$ cat config.mk
export PLATFORM = sky130hd
export DESIGN_NAME = calc_req_sequencer
export DESIGN_NICKNAME = d
export VERILOG_FILES = /design/src/rtl/calc_pkg.sv /design/src/rtl/calc_req_sequencer.sv
export SDC_FILE = /design/constraint.sdc
export NUM_CORES = 1
export LEC_CHECK = 0
export ABC_AREA = 1
export BUFFER_PORTS_ARGS = -buffer_cell sky130_fd_sc_hd__buf_2
export CAP_MARGIN = 30
export CORE_AREA = 3 3 131 133
export DETAILED_ROUTE_END_ITERATION = 6
export DIE_AREA = 0 0 134 136
export PLACE_DENSITY_LB_ADDON = 0.15
export SLEW_MARGIN = 20
export SYNTH_ARGS = -nofsm -noshare
export SYNTH_HDL_FRONTEND = slang
export SYNTH_SLANG_ARGS = --single-unit
$ cat constraint.sdc
create_clock -name c_clk -period 2.8 [get_ports c_clk]
set_input_delay 0.7 -clock c_clk [delete_from_list [all_inputs] [get_ports c_clk]]
set_output_delay 0.7 -clock c_clk [all_outputs]
set_load 0.05 [all_outputs]
$ cat src/rtl/calc_pkg.sv
// Shared types and widths for the calc1 request sequencers and the four-port wrapper.
package calc_pkg;

  localparam int unsigned CmdW  = 4;
  localparam int unsigned DataW = 32;
  localparam int unsigned RespW = 2;

  typedef enum logic [CmdW-1:0] {
    CMD_NOP = 4'd0,
    CMD_ADD = 4'd1,
    CMD_SUB = 4'd2,
    CMD_SHL = 4'd5,
    CMD_SHR = 4'd6
  } calc_cmd_e;

  typedef enum logic [RespW-1:0] {
    RESP_NONE = 2'd0,
    RESP_OK   = 2'd1,
    RESP_ERR  = 2'd2,
    RESP_INT  = 2'd3
  } calc_resp_e;

  typedef enum logic [2:0] {
    StIdle,
    StSendOp1,
    StSendOp2,
    StWaitResp,
    StHoldResp
  } seq_state_e;

endpackage

$ cat src/rtl/calc_req_sequencer.sv
// Serialises one calculator transaction onto a calc1 request port and returns its
// response (or a timeout) on a valid/ready interface. All outputs are registered.
module calc_req_sequencer
  import calc_pkg::*;
#(
  parameter int unsigned TIMEOUT_CYCLES = 64
) (
  input  logic             c_clk,
  input  logic             reset,
  input  logic             in_valid,
  output logic             in_ready,
  input  logic [CmdW-1:0]  in_cmd,
  input  logic [DataW-1:0] in_op1,
  input  logic [DataW-1:0] in_op2,
  output logic [CmdW-1:0]  req_cmd_out,
  output logic [DataW-1:0] req_data_out,
  input  logic [RespW-1:0] calc_resp,
  input  logic [DataW-1:0] calc_data,
  output logic             rsp_valid,
  input  logic             rsp_ready,
  output logic [RespW-1:0] rsp_code,
  output logic [DataW-1:0] rsp_data,
  output logic             rsp_timeout,
  output logic             spurious,
  output logic [15:0]      txn_count
);

  localparam int unsigned      TimerW     = $clog2(TIMEOUT_CYCLES + 1);
  localparam logic [TimerW-1:0] TimerLimit = TimerW'(TIMEOUT_CYCLES - 1);
  localparam logic [TimerW-1:0] TimerMax   = '1;

  seq_state_e        state_q, state_d;
  logic [TimerW-1:0] timer_q, timer_d;
  logic [DataW-1:0]  op2_q, op2_d;
  logic              in_ready_q, in_ready_d;
  logic [CmdW-1:0]   req_cmd_q, req_cmd_d;
  logic [DataW-1:0]  req_data_q, req_data_d;
  logic              rsp_valid_q, rsp_valid_d;
  logic [RespW-1:0]  rsp_code_q, rsp_code_d;
  logic [DataW-1:0]  rsp_data_q, rsp_data_d;
  logic              rsp_timeout_q, rsp_timeout_d;
  logic              spurious_q, spurious_d;
  logic [15:0]       txn_count_q, txn_count_d;

  always_comb begin
    state_d       = state_q;
    timer_d       = timer_q;
    op2_d         = op2_q;
    req_cmd_d     = '0;
    req_data_d    = '0;
    rsp_valid_d   = rsp_valid_q;
    rsp_code_d    = rsp_code_q;
    rsp_data_d    = rsp_data_q;
    rsp_timeout_d = rsp_timeout_q;
    txn_count_d   = txn_count_q;
    // Any response outside the wait window is a protocol error seen on the port.
    spurious_d    = spurious_q | ((state_q != StWaitResp) && (calc_resp != '0));

    unique case (state_q)
      StIdle: begin
        // A no-op is consumed here and never reaches the port.
        if (in_valid && in_ready_q && (in_cmd != CMD_NOP)) begin
          op2_d      = in_op2;
          req_cmd_d  = in_cmd;
          req_data_d = in_op1;
          state_d    = StSendOp1;
        end
      end
      StSendOp1: begin
        req_data_d = op2_q;
        state_d    = StSendOp2;
      end
      StSendOp2: begin
        timer_d = '0;
        state_d = StWaitResp;
      end
      StWaitResp: begin
        if (calc_resp != '0) begin
          rsp_valid_d   = 1'b1;
          rsp_code_d    = calc_resp;
          rsp_data_d    = calc_data;
          rsp_timeout_d = 1'b0;
          state_d       = StHoldResp;
        end else if (timer_q == TimerLimit) begin
          rsp_valid_d   = 1'b1;
          rsp_code_d    = '0;
          rsp_data_d    = '0;
          rsp_timeout_d = 1'b1;
          state_d       = StHoldResp;
        end else if (timer_q != TimerMax) begin
          timer_d = timer_q + 1'b1;
        end
      end
      StHoldResp: begin
        if (rsp_valid_q && rsp_ready) begin
          rsp_valid_d   = 1'b0;
          rsp_timeout_d = 1'b0;
          txn_count_d   = txn_count_q + 16'd1;
          state_d       = StIdle;
        end
      end
      default: state_d = StIdle;
    endcase

    in_ready_d = (state_d == StIdle);
  end

  always_ff @(posedge c_clk or negedge reset) begin
    if (!reset) begin
      state_q       <= StIdle;
      timer_q       <= '0;
      op2_q         <= '0;
      in_ready_q    <= 1'b0;
      req_cmd_q     <= '0;
      req_data_q    <= '0;
      rsp_valid_q   <= 1'b0;
      rsp_code_q    <= '0;
      rsp_data_q    <= '0;
      rsp_timeout_q <= 1'b0;
      spurious_q    <= 1'b0;
      txn_count_q   <= '0;
    end else begin
      state_q       <= state_d;
      timer_q       <= timer_d;
      op2_q         <= op2_d;
      in_ready_q    <= in_ready_d;
      req_cmd_q     <= req_cmd_d;
      req_data_q    <= req_data_d;
      rsp_valid_q   <= rsp_valid_d;
      rsp_code_q    <= rsp_code_d;
      rsp_data_q    <= rsp_data_d;
      rsp_timeout_q <= rsp_timeout_d;
      spurious_q    <= spurious_d;
      txn_count_q   <= txn_count_d;
    end
  end

  assign in_ready     = in_ready_q;
  assign req_cmd_out  = req_cmd_q;
  assign req_data_out = req_data_q;
  assign rsp_valid    = rsp_valid_q;
  assign rsp_code     = rsp_code_q;
  assign rsp_data     = rsp_data_q;
  assign rsp_timeout  = rsp_timeout_q;
  assign spurious     = spurious_q;
  assign txn_count    = txn_count_q;

endmodule

==> qor.yml <==
global_routing:
  track_usage: 0.149
  antenna_found_initial: 0
  grt_pass1_vias: 4562
  grt_max_degree: 73
  busiest_layer: "met2"
  gr-usage-met2: 0.243
  gr-total-overflow: 0
  met1_usage: 0.180
  grt_pass1_wl_um: 21700
  grt_util_met3: 0.0570
setup_path:
  path_delay_family: "flip-flops"
  slowest_stage: "dfrtp_1"
  path_buf_inv: 1
  crit_path_max_fanout: 6
  crit_path_end_kind: "output port"
  cp_cell_sequence: "buf_2"
  start_kind: "register"
  max_stage_delay_ns: 0.46
  crit_arrival_ns: 1.18
  crit_type: "register to output port"
  critPathRequiredTime_ns: 2.10
power_and_ir_drop:
  p_leak_uw: 0.00397
  pwr_density_cell_nw_per_um2: 1200
  p_switching_uw: 4030
  p_comb_frac: 0.426
  ir_drop_v: 0.000520
  pwr-share-seq: 0.338
  total_power_uw: 8790
  p_sw_frac: 0.459
  p_clk_frac: 0.236
  intPower_uw: 4760
outcome:
  status: "completed"
cells_and_area:
  diodes: 0
  multiInputGateArea_um2: 1890
  area_delta_synth_final_pct: 31.0
  design_area_um2: 7340
  final_nets: 934
  final_cells: 1055
  final_cell_mix: "nand2_1, buf_2, dfrtp_1"
  drive_gt1_frac: 0.319
  nFillCells: 1573
  ff_latch_area_um2: 3300
  mostFrequentLayoutCell: "nand2_1"
routing:
  drt_iter0_drc: 178
  vias: 4626
  ant_nets: 0
  viasPerCell: 4.38
  routed_wl_um: 13500
  wl_per_cell_um: 12.8
  drc: 0
  first_pass_iters: 6
yosys:
  ys.flop_type: "dfrtp_1"
  avgSynthCellArea_um2: 8.95
  synth_edf_count: 0
  synth_area_um2: 5600
  ys_types: 31
  synth-seq-cells: 132
  yosysWarnings: 0
  netlist_instances: 626
  yosysSeqAreaShare: 0.590
  synth_nets: 734
  synth-async-reset-ratio: 1.00
placement:
  post-dp-hpwl_um: 9770
  place.gp.congestion: 0.803
  placed_cells: 1022
  postPlaceCellArea_um2: 6750
  io_buffer_count: 195
cts:
  cts_root_buf: "clkbuf_16"
  h-tree-depth: 4
  hold_buffers: 0
  post_cts_buffers: 0
  cts_resized: 0
  cts_tree: "built"
  clock_latency_ns: 0.41
  cts.sinks: 132
  clock_path_buffers: 2
  cts_buffers: 17
  clkSlewWorstSetupHoldPaths_ns: 0.06
floorplan:
  die_w_um: 134
  die_area_um2: 18200
  design.core.area_um2: 15900
  num_rows: 46
  dieHeight_um: 136
  design.portCount: 196
  start_util: 0.351
sta:
  max_freq_ghz: 0.533
  drv_slew: 0
  setup_viol: 0
  finalSetupTns_ns: 0
  skew_ns: 0.00822
  whs_ns: 0.180
  hold_viol_final: 0
  tightest_slew_ns: 0.548
  slew_headroom: 0.634
  rsz0062_at_grt: "false"
  fin_crit_ns: 1.88
  post-route-period-util: 0.670
run:
  drv_cap: 0
worst_hold_path:
  hold_class: "input port to async pin"
state kept, by name, summed over array words and instances (netlist names):
signal,flops
rsp_valid,1
txn_count,16
rsp_code,2
in_ready,1
rsp_timeout,1
timer_q,7
state_q,3
op2_q,32
spurious,1
req_data_out,32
req_cmd_out,4
rsp_data,32
routing by layer:
| metal | up-vias | wire length (um) | share of wire |
|---|---|---|---|
| met1 | 2129 | 5680 | 0.42 |
| met5 | - | 0 | 0 |
| met2 | 149 | 6530 | 0.48 |
| met4 | 0 | 151 | 0.011 |
| li1 | 2337 | - | - |
| met3 | 11 | 1150 | 0.085 |
cell usage after synthesis, types with 2 or more instances:
library cell  count  area (um^2)
buf_2             6         30.0
buf_6            11          124
clkbuf_1          2         7.51
dfrtp_1         132         3300
ha_1              2         25.0
inv_1            59          221
inv_2             2         7.51
nand2_1         247          927
nand2_2          10         62.6
nand3_1          11         55.1
nand3_2           2         20.0
nand4_1           6         37.5
nor2_1           34          128
nor2_2            5         31.3
o21ai_0          40          200
o21ai_1          25          125
o21ai_2          11         96.3
xnor2_1           2         17.5
xor2_1            7         61.3
logic make-up after synthesis:
| logic type | Yosys count | synth area share |
|---|---|---|
| AO/OA/AOI/OAI | 80 | 0.0802 |
| XOR/XNOR | 9 | 0.0141 |
| adder cells (fa/ha/maj) | 2 | 0.00447 |
| buffers and inverters | 83 | 0.0748 |
| flip-flops | 132 | 0.590 |
| AND/OR/NAND/NOR | 320 | 0.237 |
through the flow:
step / util / setup WS (ns)
CTS: 0.459 / 0.902
floorplan: - / 1.16
global placement: 0.423 / 0.850
detailed placement: 0.423 / 0.806
finish: 0.460 / 0.925
global route: 0.460 / 0.885
final cells by class:
cell class / instances / area share
repair buffers: 202 / 0.147
flip-flops and latches: 132 / 0.450
well taps: 216 / 0.0368
inverters: 62 / 0.0320
clock buffers: 21 / 0.0627
clock inverters: 11 / 0.0143
multi-input cells: 411 / 0.257
final timing paths:
path	startpoint	to	slack, ns	cells past startpoint
setup / recovery	txn_count[0]	txn_count[0]	0.92	1
hold / removal	reset	txn_count[12]	0.18	1
setup reg to reg	timer_q[0]	rsp_data[30]	1.04	9
hold reg to reg	rsp_code[0]	rsp_code[0]	0.47	2
max in group asynchronous	reset	op2_q[2]	2.00	2
min in group c_clk	rsp_code[0]	rsp_code[0]	0.47	2
power groups by stage:
stage	clock (uW)	sequential [uW]	combinational (uW)
after floorplan	0	4640	1200
after global placement	0	2990	3680
after detailed placement	0	3000	3750
after CTS	2150	2980	3760
after global routing	2230	3060	4040
final	2080	2970	3740
Power figures use the tool's default switching activity.
